[src/rtl/pfvf_rtable_lookup.sv]
// Runtime-programmable PF/VF routing table: CSR-loaded shadow table with atomic
// commit, and an independent two-stage lookup pipeline per link.
module pfvf_rtable_lookup #(
    parameter int NUM_LINKS    = 1,
    parameter int NUM_ENTRIES  = 8,
    parameter int PF_WIDTH     = 3,
    parameter int VF_WIDTH     = 11,
    parameter int PORT_WIDTH   = 4,
    parameter int DEFAULT_PORT = 0,
    parameter int CNT_WIDTH    = 16,
    localparam int IDX_WIDTH   = (NUM_ENTRIES > 1) ? $clog2(NUM_ENTRIES) : 1
) (
    input  logic                            clk,
    input  logic                            rst_n,
    input  logic                            cfg_wr_en,
    input  logic [IDX_WIDTH-1:0]            cfg_wr_idx,
    input  logic                            cfg_wr_valid,
    input  logic [PF_WIDTH-1:0]             cfg_wr_pf,
    input  logic [VF_WIDTH-1:0]             cfg_wr_vf,
    input  logic                            cfg_wr_vf_active,
    input  logic [PORT_WIDTH-1:0]           cfg_wr_port,
    input  logic                            cfg_commit,
    output logic                            cfg_commit_done,
    input  logic [NUM_LINKS-1:0]            req_valid,
    output logic [NUM_LINKS-1:0]            req_ready,
    input  logic [NUM_LINKS*PF_WIDTH-1:0]   req_pf,
    input  logic [NUM_LINKS*VF_WIDTH-1:0]   req_vf,
    input  logic [NUM_LINKS-1:0]            req_vf_active,
    output logic [NUM_LINKS-1:0]            rsp_valid,
    input  logic [NUM_LINKS-1:0]            rsp_ready,
    output logic [NUM_LINKS*PORT_WIDTH-1:0] rsp_port,
    output logic [NUM_LINKS-1:0]            rsp_hit,
    output logic [NUM_LINKS*CNT_WIDTH-1:0]  miss_cnt
);

    typedef struct packed {
        logic                  valid;
        logic                  vf_active;
        logic [PF_WIDTH-1:0]   pf;
        logic [VF_WIDTH-1:0]   vf;
        logic [PORT_WIDTH-1:0] port;
    } entry_t;

    entry_t shadow_r [NUM_ENTRIES];
    entry_t shadow_s [NUM_ENTRIES];
    entry_t active_r [NUM_ENTRIES];
    entry_t wr_entry_s;
    logic   commit_done_r;

    // VF number is a don't-care for PF entries (vf_active == 0).
    function automatic logic entry_match(input entry_t ent, input logic [PF_WIDTH-1:0] pf,
                                         input logic [VF_WIDTH-1:0] vf, input logic vf_active);
        return ent.valid && (ent.pf == pf) && (ent.vf_active == vf_active) &&
               (!vf_active || (ent.vf == vf));
    endfunction

    // Shadow next-state with the CSR write merged in, so a same-cycle commit sees it.
    always_comb begin
        wr_entry_s.valid     = cfg_wr_valid;
        wr_entry_s.vf_active = cfg_wr_vf_active;
        wr_entry_s.pf        = cfg_wr_pf;
        wr_entry_s.vf        = cfg_wr_vf;
        wr_entry_s.port      = cfg_wr_port;
        for (int e = 0; e < NUM_ENTRIES; e++) begin
            if (cfg_wr_en && (cfg_wr_idx == IDX_WIDTH'(e))) begin
                shadow_s[e] = wr_entry_s;
            end else begin
                shadow_s[e] = shadow_r[e];
            end
        end
    end

    // Shadow/active table storage and the commit-done pulse.
    always_ff @(posedge clk or negedge rst_n) begin
        if (!rst_n) begin
            for (int e = 0; e < NUM_ENTRIES; e++) begin
                shadow_r[e] <= '0;
                active_r[e] <= '0;
            end
            commit_done_r <= 1'b0;
        end else begin
            for (int e = 0; e < NUM_ENTRIES; e++) begin
                shadow_r[e] <= shadow_s[e];
                if (cfg_commit) begin
                    active_r[e] <= shadow_s[e];
                end
            end
            commit_done_r <= cfg_commit;
        end
    end

    assign cfg_commit_done = commit_done_r;

    for (genvar l = 0; l < NUM_LINKS; l++) begin : g_link
        logic [PF_WIDTH-1:0]    key_pf_s;
        logic [VF_WIDTH-1:0]    key_vf_s;
        logic                   key_vfa_s;
        logic [NUM_ENTRIES-1:0] match_s;
        logic [PORT_WIDTH-1:0]  sel_port_s;
        logic                   s1_ready_s;
        logic                   s2_ready_s;
        logic                   s1_valid_r;
        logic [NUM_ENTRIES-1:0] s1_match_r;
        logic [PORT_WIDTH-1:0]  s1_port_r;
        logic                   s2_valid_r;
        logic                   s2_hit_r;
        logic [PORT_WIDTH-1:0]  s2_port_r;
        logic [CNT_WIDTH-1:0]   miss_cnt_r;

        assign key_pf_s  = req_pf[l*PF_WIDTH +: PF_WIDTH];
        assign key_vf_s  = req_vf[l*VF_WIDTH +: VF_WIDTH];
        assign key_vfa_s = req_vf_active[l];

        // Match vector and lowest-index port; the port is captured alongside the
        // vector so a commit cannot alter a lookup already in flight.
        always_comb begin
            match_s    = '0;
            sel_port_s = '0;
            for (int e = NUM_ENTRIES - 1; e >= 0; e--) begin
                match_s[e] = entry_match(active_r[e], key_pf_s, key_vf_s, key_vfa_s);
                if (match_s[e]) begin
                    sel_port_s = active_r[e].port;
                end else begin
                    sel_port_s = sel_port_s;
                end
            end
        end

        assign s2_ready_s = !s2_valid_r || rsp_ready[l];
        assign s1_ready_s = !s1_valid_r || s2_ready_s;

        // S1: register match vector for the accepted request.
        always_ff @(posedge clk or negedge rst_n) begin
            if (!rst_n) begin
                s1_valid_r <= 1'b0;
                s1_match_r <= '0;
                s1_port_r  <= '0;
            end else if (s1_ready_s) begin
                s1_valid_r <= req_valid[l];
                if (req_valid[l]) begin
                    s1_match_r <= match_s;
                    s1_port_r  <= sel_port_s;
                end
            end
        end

        // S2: register resolved port and hit flag.
        always_ff @(posedge clk or negedge rst_n) begin
            if (!rst_n) begin
                s2_valid_r <= 1'b0;
                s2_hit_r   <= 1'b0;
                s2_port_r  <= '0;
            end else if (s2_ready_s) begin
                s2_valid_r <= s1_valid_r;
                if (s1_valid_r) begin
                    s2_hit_r  <= |s1_match_r;
                    s2_port_r <= (|s1_match_r) ? s1_port_r : PORT_WIDTH'(DEFAULT_PORT);
                end
            end
        end

        // Saturating miss counter, stepped when a miss response is consumed.
        always_ff @(posedge clk or negedge rst_n) begin
            if (!rst_n) begin
                miss_cnt_r <= '0;
            end else if (s2_valid_r && rsp_ready[l] && !s2_hit_r &&
                         (miss_cnt_r != {CNT_WIDTH{1'b1}})) begin
                miss_cnt_r <= miss_cnt_r + CNT_WIDTH'(1);
            end
        end

        assign req_ready[l]                            = s1_ready_s;
        assign rsp_valid[l]                            = s2_valid_r;
        assign rsp_hit[l]                              = s2_hit_r;
        assign rsp_port[l*PORT_WIDTH +: PORT_WIDTH]    = s2_port_r;
        assign miss_cnt[l*CNT_WIDTH +: CNT_WIDTH]      = miss_cnt_r;
    end

endmodule

[config.mk]
export PLATFORM = sky130hd
export DESIGN_NAME = pfvf_rtable_lookup
export DESIGN_NICKNAME = d
export VERILOG_FILES = /design/src/rtl/pfvf_rtable_lookup.sv
export SDC_FILE = /design/constraint.sdc
export NUM_CORES = 1
export LEC_CHECK = 0
export CAP_MARGIN = 10
export CORE_ASPECT_RATIO = 0.75
export CORE_MARGIN = 2
export CORE_UTILIZATION = 25
export DETAILED_ROUTE_END_ITERATION = 12
export PLACE_DENSITY = 0.49
export SLEW_MARGIN = 20
export SYNTH_ARGS = -nofsm -noshare
export SYNTH_HDL_FRONTEND = slang
export SYNTH_SLANG_ARGS = --single-unit
[constraint.sdc]
create_clock -name clk -period 2.4 [get_ports clk]
set_input_delay 0.48 -clock clk [delete_from_list [all_inputs] [get_ports clk]]
set_output_delay 0.48 -clock clk [all_outputs]
set_load 0.1 [all_outputs]
==> impl_metrics.json, run 1 <==
{
  "place_hpwl_um": 25600,
  "finalHoldViolCount": 0,
  "powerDensity_nw_per_um2": 931,
  "synth.top_cell.area_share_pct": 59.4,
  "syn_inst": 1052,
  "synth_top_area_cell": "dfrtp_1",
  "layout-drive-gt1-share_pct": 46.1,
  "dr_total_vias": 8764,
  "max_freq_ghz": 0.396,
  "fin_ws_ns": -0.127,
  "yosysSeqAreaShare_pct": 59.4,
  "numCtsBuffers": 39,
  "grt_pass1_wl_um": 59000,
  "synth-async-reset-ratio_pct": 100,
  "crit_chain": "clkdlybuf4s50_1 -> buf_6 -> buf_4 -> buf_4 -> xnor2_4 -> nand4_1 -> nor4_4 -> buf_4 -> o2111ai_1 -> buf_4 -> o21ai_4 -> nor2_1 -> a2bb2oi_2",
  "peakVddDrop_v": 0.000444,
  "syn2layout_area_growth_pct": 27.0,
  "worst_path_largest_cell_delay_ns": 0.42,
  "worstSetupStartpointType": "primary input",
  "critPathCaptureType": "flop",
  "antenna_found_initial": 0,
  "coreArea_um2": 59100,
  "num-fill-cells": 5897,
  "grt_setup_unrepaired": "true",
  "slew_viol_final": 0,
  "grt_max_degree": 59,
  "violations": "negative setup slack",
  "drt-pass1-iter-count": 4,
  "cp_top_family": "buffers and inverters",
  "required_ns": 2.85,
  "ios": 68,
  "io_buffers": 67,
  "final_cell_mix": "343 x dfrtp_1, 320 x mux2_2, 101 x buf_4",
  "wl_per_cell_um": 18.9,
  "cts_max_level": 2,
  "arrival_ns": 2.98,
  "yosys_warnings": 0,
  "syn-num-nets": 1097,
  "synth_flop_cell": "dfrtp_1",
  "avgSynthCellArea_um2": 14.2,
  "slew_headroom_pct": 58.0,
  "clock-root-buffer": "clkbuf_16",
  "crit_type": "primary input to flop",
  "drv_cap": 0,
  "multiInputGateArea_um2": 6200,
  "final_common_cell": "dfrtp_1",
  "die-height_um": 216,
  "syn-cell-area_um2": 15000,
  "skew_ns": 0.0249,
  "grt_pass1_vias": 9473,
  "status": "complete, but fails checks",
  "globalRouteTotalUtil_pct": 12.5,
  "regArea_um2": 8930,
  "overflow": 0,
  "cpMaxStageDelayCell": "clkdlybuf4s50_1",
  "clock_latency_ns": 0.55,
  "yosys-top-cells-area": "dfrtp_1 59%, mux2_2 24%, xnor2_1 5.1%",
  "finalWirelength_um": 38300,
  "worst_pin_slew_ns": 0.624,
  "clk_pin_slew_ns": 0.06,
  "layout.nets": 1257,
  "crit_buf_inv": 6,
  "setup_viol": 4,
  "drtAntennaViolNets": 0,
  "p_leak_uw": 0.00803,
  "ys_types": 38,
  "n_antenna_cell": 0,
  "ctsLongestPathBuffers": 3,
  "fin_util_pct": 32.2,
  "drt_iter0_markers": 413,
  "drc": 0,
  "finalCritPeriodShare_pct": 105,
  "cts_sinks": 356,
  "gp_congestion": 0.787,
  "die_area_um2": 61900,
  "yosys_register_bits": 356,
  "via_per_inst": 4.32,
  "min_period_ns": 2.53,
  "placementRows": 77,
  "dpl_worst_slack_ns": -1.02,
  "synth_edf_count": 0,
  "hold_path_class": "primary input to flop",
  "start_util_pct": 25.4,
  "path_common_cell": "buf_4",
  "worstPathMaxFanout": 6,
  "die_w_um": 287,
  "cts_tree": "yes"
}
final timing paths:
check / slack [ns] / from / depth (start not counted) / to
worst max-delay path: -0.13 / req_vf[4] / 13 / g_link[0].s1_port_r[2]
worst min-delay path: 0.27 / cfg_commit / 1 / cfg_commit_done
worst max register to register: -0.08 / active_r[109] / 9 / g_link[0].s1_port_r[2]
worst min register to register: 0.48 / miss_cnt[6] / 1 / miss_cnt[6]
max in group asynchronous: 1.16 / rst_n / 3 / miss_cnt[4]
min in group asynchronous: 0.46 / rst_n / 2 / shadow_r[111]
where the power goes:
part           internal [uW]  total [uW]  switching, uW
registers               7400        8180            782
logic                   1880        3730           1850
clock network           3340        5810           2470
per-stage QoR:
step	TNS [ns]	area (um2)	power (uW)	hold WS, ns	cells
after detailed placement	-12.21	17400	11900	0.458	1950
after CTS	-0.361	18900	17900	0.263	2029
after global placement	-10.89	17400	11800	0.455	1950
final	-0.475	19000	17700	0.269	2029
after global routing	-0.782	19000	18700	0.269	2029
after floorplan	-0.184	15000	10500	0.184	1052
logic make-up (layout without fill, tap and decap cells):
logic type / Yosys count / count (layout) / share of synthesized area (%)
adder cells (fa/ha/maj): 1 / 1 / 0.0835
AO/OA/AOI/OAI: 37 / 37 / 1.84
flip-flops: 356 / 356 / 59.4
buffers and inverters: 55 / 242 / 1.55
AND/OR/NAND/NOR: 157 / 157 / 5.68
multiplexers: 320 / 320 / 24.0
XOR/XNOR: 126 / 126 / 7.36
repair_timing:
action                                  4_1_cts  5_1_grt
resized for setup                            50       25
endpoints found under the setup margin       10        5
endpoints found under the hold margin        45        0
setup buffers                                 9        1
pin swaps                                    18       18
hold buffers                                  1        0
cloned                                        1        0
cells in the mapped netlist, types with 2 or more instances:
master,n
nand2_1,44
nor3b_1,10
nand4_1,24
nand4b_1,3
buf_6,2
o221ai_1,4
nor4_1,9
o21ai_0,13
a2bb2oi_1,4
nand3_1,17
nand2b_1,5
and4_1,2
o32ai_1,5
xnor2_1,87
mux2_2,320
or2_2,4
buf_2,9
clkbuf_1,42
or4_1,6
dfrtp_1,356
nor4bb_1,4
nor3_1,3
xor2_1,39
and2_1,3
nor2_1,20
a22o_1,4
o31ai_1,2
area by class of cell:
cell class / instances / area share (%)
Multi-Input combinational cell: 641 / 32.5
Clock inverter: 12 / 0.611
Tap cell: 790 / 5.19
Clock buffer: 56 / 5.83
Sequential cell: 356 / 46.9
Timing Repair Buffer: 173 / 8.92
Inverter: 1 / 0.0197
layer usage:
layer	routed length, um	up-vias	global-route usage (%)
li1	-	4043	-
met1	20000	4567	19.3
met2	16100	108	18.1
met3	1670	46	2.39
met4	595	0	2.60
met5	0	-	0
worst reg2reg max path: cells and delay by family (launching register included):
| kind | cells | cell delay, ns |
|---|---|---|
| AOI/OAI and AO/OA | 2 | 0.43 |
| buffers and inverters | 2 | 0.35 |
| xor gates and xnor gates | 1 | 0.17 |
| and+or+nand+nor | 4 | 1.04 |
| DFF | 1 | 0.41 |
sequential cells by signal, summed over array words and instances (netlist names):
signal / count
g_link.s1_port_r: 4
cfg_commit_done: 1
active_r: 160
miss_cnt: 16
g_link.s1_match_r: 8
rsp_port: 4
shadow_r: 160
rsp_valid: 1
rsp_hit: 1
g_link.s1_valid_r: 1
No activity file was read; power rests on OpenSTA's default activity.
==> inputs of run 2 (changes only) <==
- CTS_BUF_LIST: unset -> sky130_fd_sc_hd__clkbuf_16
- CTS_CLUSTER_DIAMETER: unset -> 60
==> impl_metrics.json, run 2 (synthesis gave the netlist of run 1 again) <==
{
  "die_area_um2": 61900,
  "n_antenna_cell": 0,
  "slew_headroom_pct": 58.1,
  "grt_setup_unrepaired": "true",
  "max_freq_ghz": 0.397,
  "finalHoldViolCount": 0,
  "violations": "negative setup slack",
  "setup_viol": 4,
  "cts_sinks": 356,
  "p_leak_uw": 0.00802,
  "cts_tree": "yes",
  "skew_ns": 0.0238,
  "grt_pass1_wl_um": 59000,
  "grt_pass1_vias": 9488,
  "numCtsBuffers": 39,
  "ctsLongestPathBuffers": 3,
  "finalCritPeriodShare_pct": 105,
  "slew_viol_final": 0,
  "start_util_pct": 25.4,
  "crit_type": "primary input to flop",
  "overflow": 0,
  "peakVddDrop_v": 0.000447,
  "antenna_found_initial": 0,
  "finalWirelength_um": 38400,
  "gp_congestion": 0.787,
  "fin_util_pct": 32.1,
  "required_ns": 2.85,
  "via_per_inst": 4.35,
  "critPathCaptureType": "flop",
  "num-fill-cells": 5900,
  "final_cell_mix": "343 x dfrtp_1, 320 x mux2_2, 101 x buf_4",
  "coreArea_um2": 59100,
  "hold_path_class": "primary input to flop",
  "drt_iter0_markers": 430,
  "worstPathMaxFanout": 6,
  "final_common_cell": "dfrtp_1",
  "layout.nets": 1257,
  "placementRows": 77,
  "clk_pin_slew_ns": 0.06,
  "die_w_um": 287,
  "grt_max_degree": 59,
  "clock-root-buffer": "clkbuf_16",
  "dr_total_vias": 8832,
  "globalRouteTotalUtil_pct": 12.5,
  "cts_max_level": 2,
  "arrival_ns": 2.97,
  "hold_ws_ns": 0.264,
  "drt-pass1-iter-count": 4,
  "drc": 0,
  "io_buffers": 67,
  "min_period_ns": 2.52,
  "ios": 68,
  "die-height_um": 216,
  "powerDensity_nw_per_um2": 917,
  "syn2layout_area_growth_pct": 26.4,
  "worst_pin_slew_ns": 0.624,
  "wl_per_cell_um": 18.9,
  "fin_ws_ns": -0.117,
  "status": "complete, but fails checks",
  "clock_latency_ns": 0.55,
  "worstSetupStartpointType": "primary input",
  "place_hpwl_um": 25600,
  "drv_cap": 0,
  "layout-drive-gt1-share_pct": 45.4,
  "drtAntennaViolNets": 0
}
-- run 2: worst max-delay path: stages --
cell,delay (ns)
clkdlybuf4s50_1,0.42
buf_6,0.15
buf_4,0.15
buf_4,0.15
xnor2_4,0.15
nand4_1,0.17
nor4_4,0.41
buf_4,0.19
o2111ai_1,0.10
buf_4,0.22
o21ai_4,0.15
nor2_1,0.08
a2bb2oi_2,0.14
-- run 2: cell type report --
class	count	area [um2]	share of cell area, %
well taps	790	988	5.22
multi-input cells	641	6180	32.6
clock buffers	39	976	5.15
flip-flops and latches	356	8930	47.1
repair buffers	173	1700	8.95
clock inverters	32	171	0.905
inverters	1	3.75	0.0198
-- run 2: final timing paths --
kind                               start                     end  slack (ns)  cells past startpoint
min in group asynchronous          rst_n           shadow_r[111]        0.46                      2
min reg2reg                  miss_cnt[6]             miss_cnt[6]        0.48                      1
max                            req_vf[4]  g_link[0].s1_port_r[2]       -0.12                     13
max in group asynchronous          rst_n             miss_cnt[6]        1.17                      3
min                           cfg_commit         cfg_commit_done        0.26                      1
max reg2reg                active_r[109]  g_link[0].s1_port_r[2]       -0.10                      9
-- run 2: through the flow --
stage                     power, uW  setup TNS (ns)  instance area [um2]  instances  setup WS [ns]
after floorplan               10500          -0.184                15000       1052        -0.0460
after global placement        11800          -10.89                17400       1950          -1.06
after detailed placement      11900          -12.21                17400       1950          -1.02
after CTS                     17600          -0.384                18800       2032         -0.111
after global routing          18300          -0.834                18900       2032         -0.238
final                         17400          -0.426                18900       2032         -0.117
-- run 2: repair_timing --
item | 4_1_cts | 5_1_grt
resized for setup | 50 | 23
hold endpoints to repair | 45 | 0
endpoints found under the setup margin | 10 | 5
hold buffers | 1 | 0
cloned | 1 | 0
buffers inserted | 9 | 1
pin swaps | 18 | 16
-- run 2: where the power goes --
group	switching [uW]	total (uW)	internal [uW]
sequential	781	8180	7400
combinational	1850	3730	1870
clock	2480	5460	2980
-- run 2: layer usage --
layer | global-route usage (%) | up-vias | share of wire [%]
met2 | 18.1 | 105 | 43
met1 | 19.3 | 4631 | 52
met5 | 0 | - | 0
li1 | - | 4052 | -
met4 | 2.62 | 0 | 1.3
met3 | 2.36 | 44 | 3.9
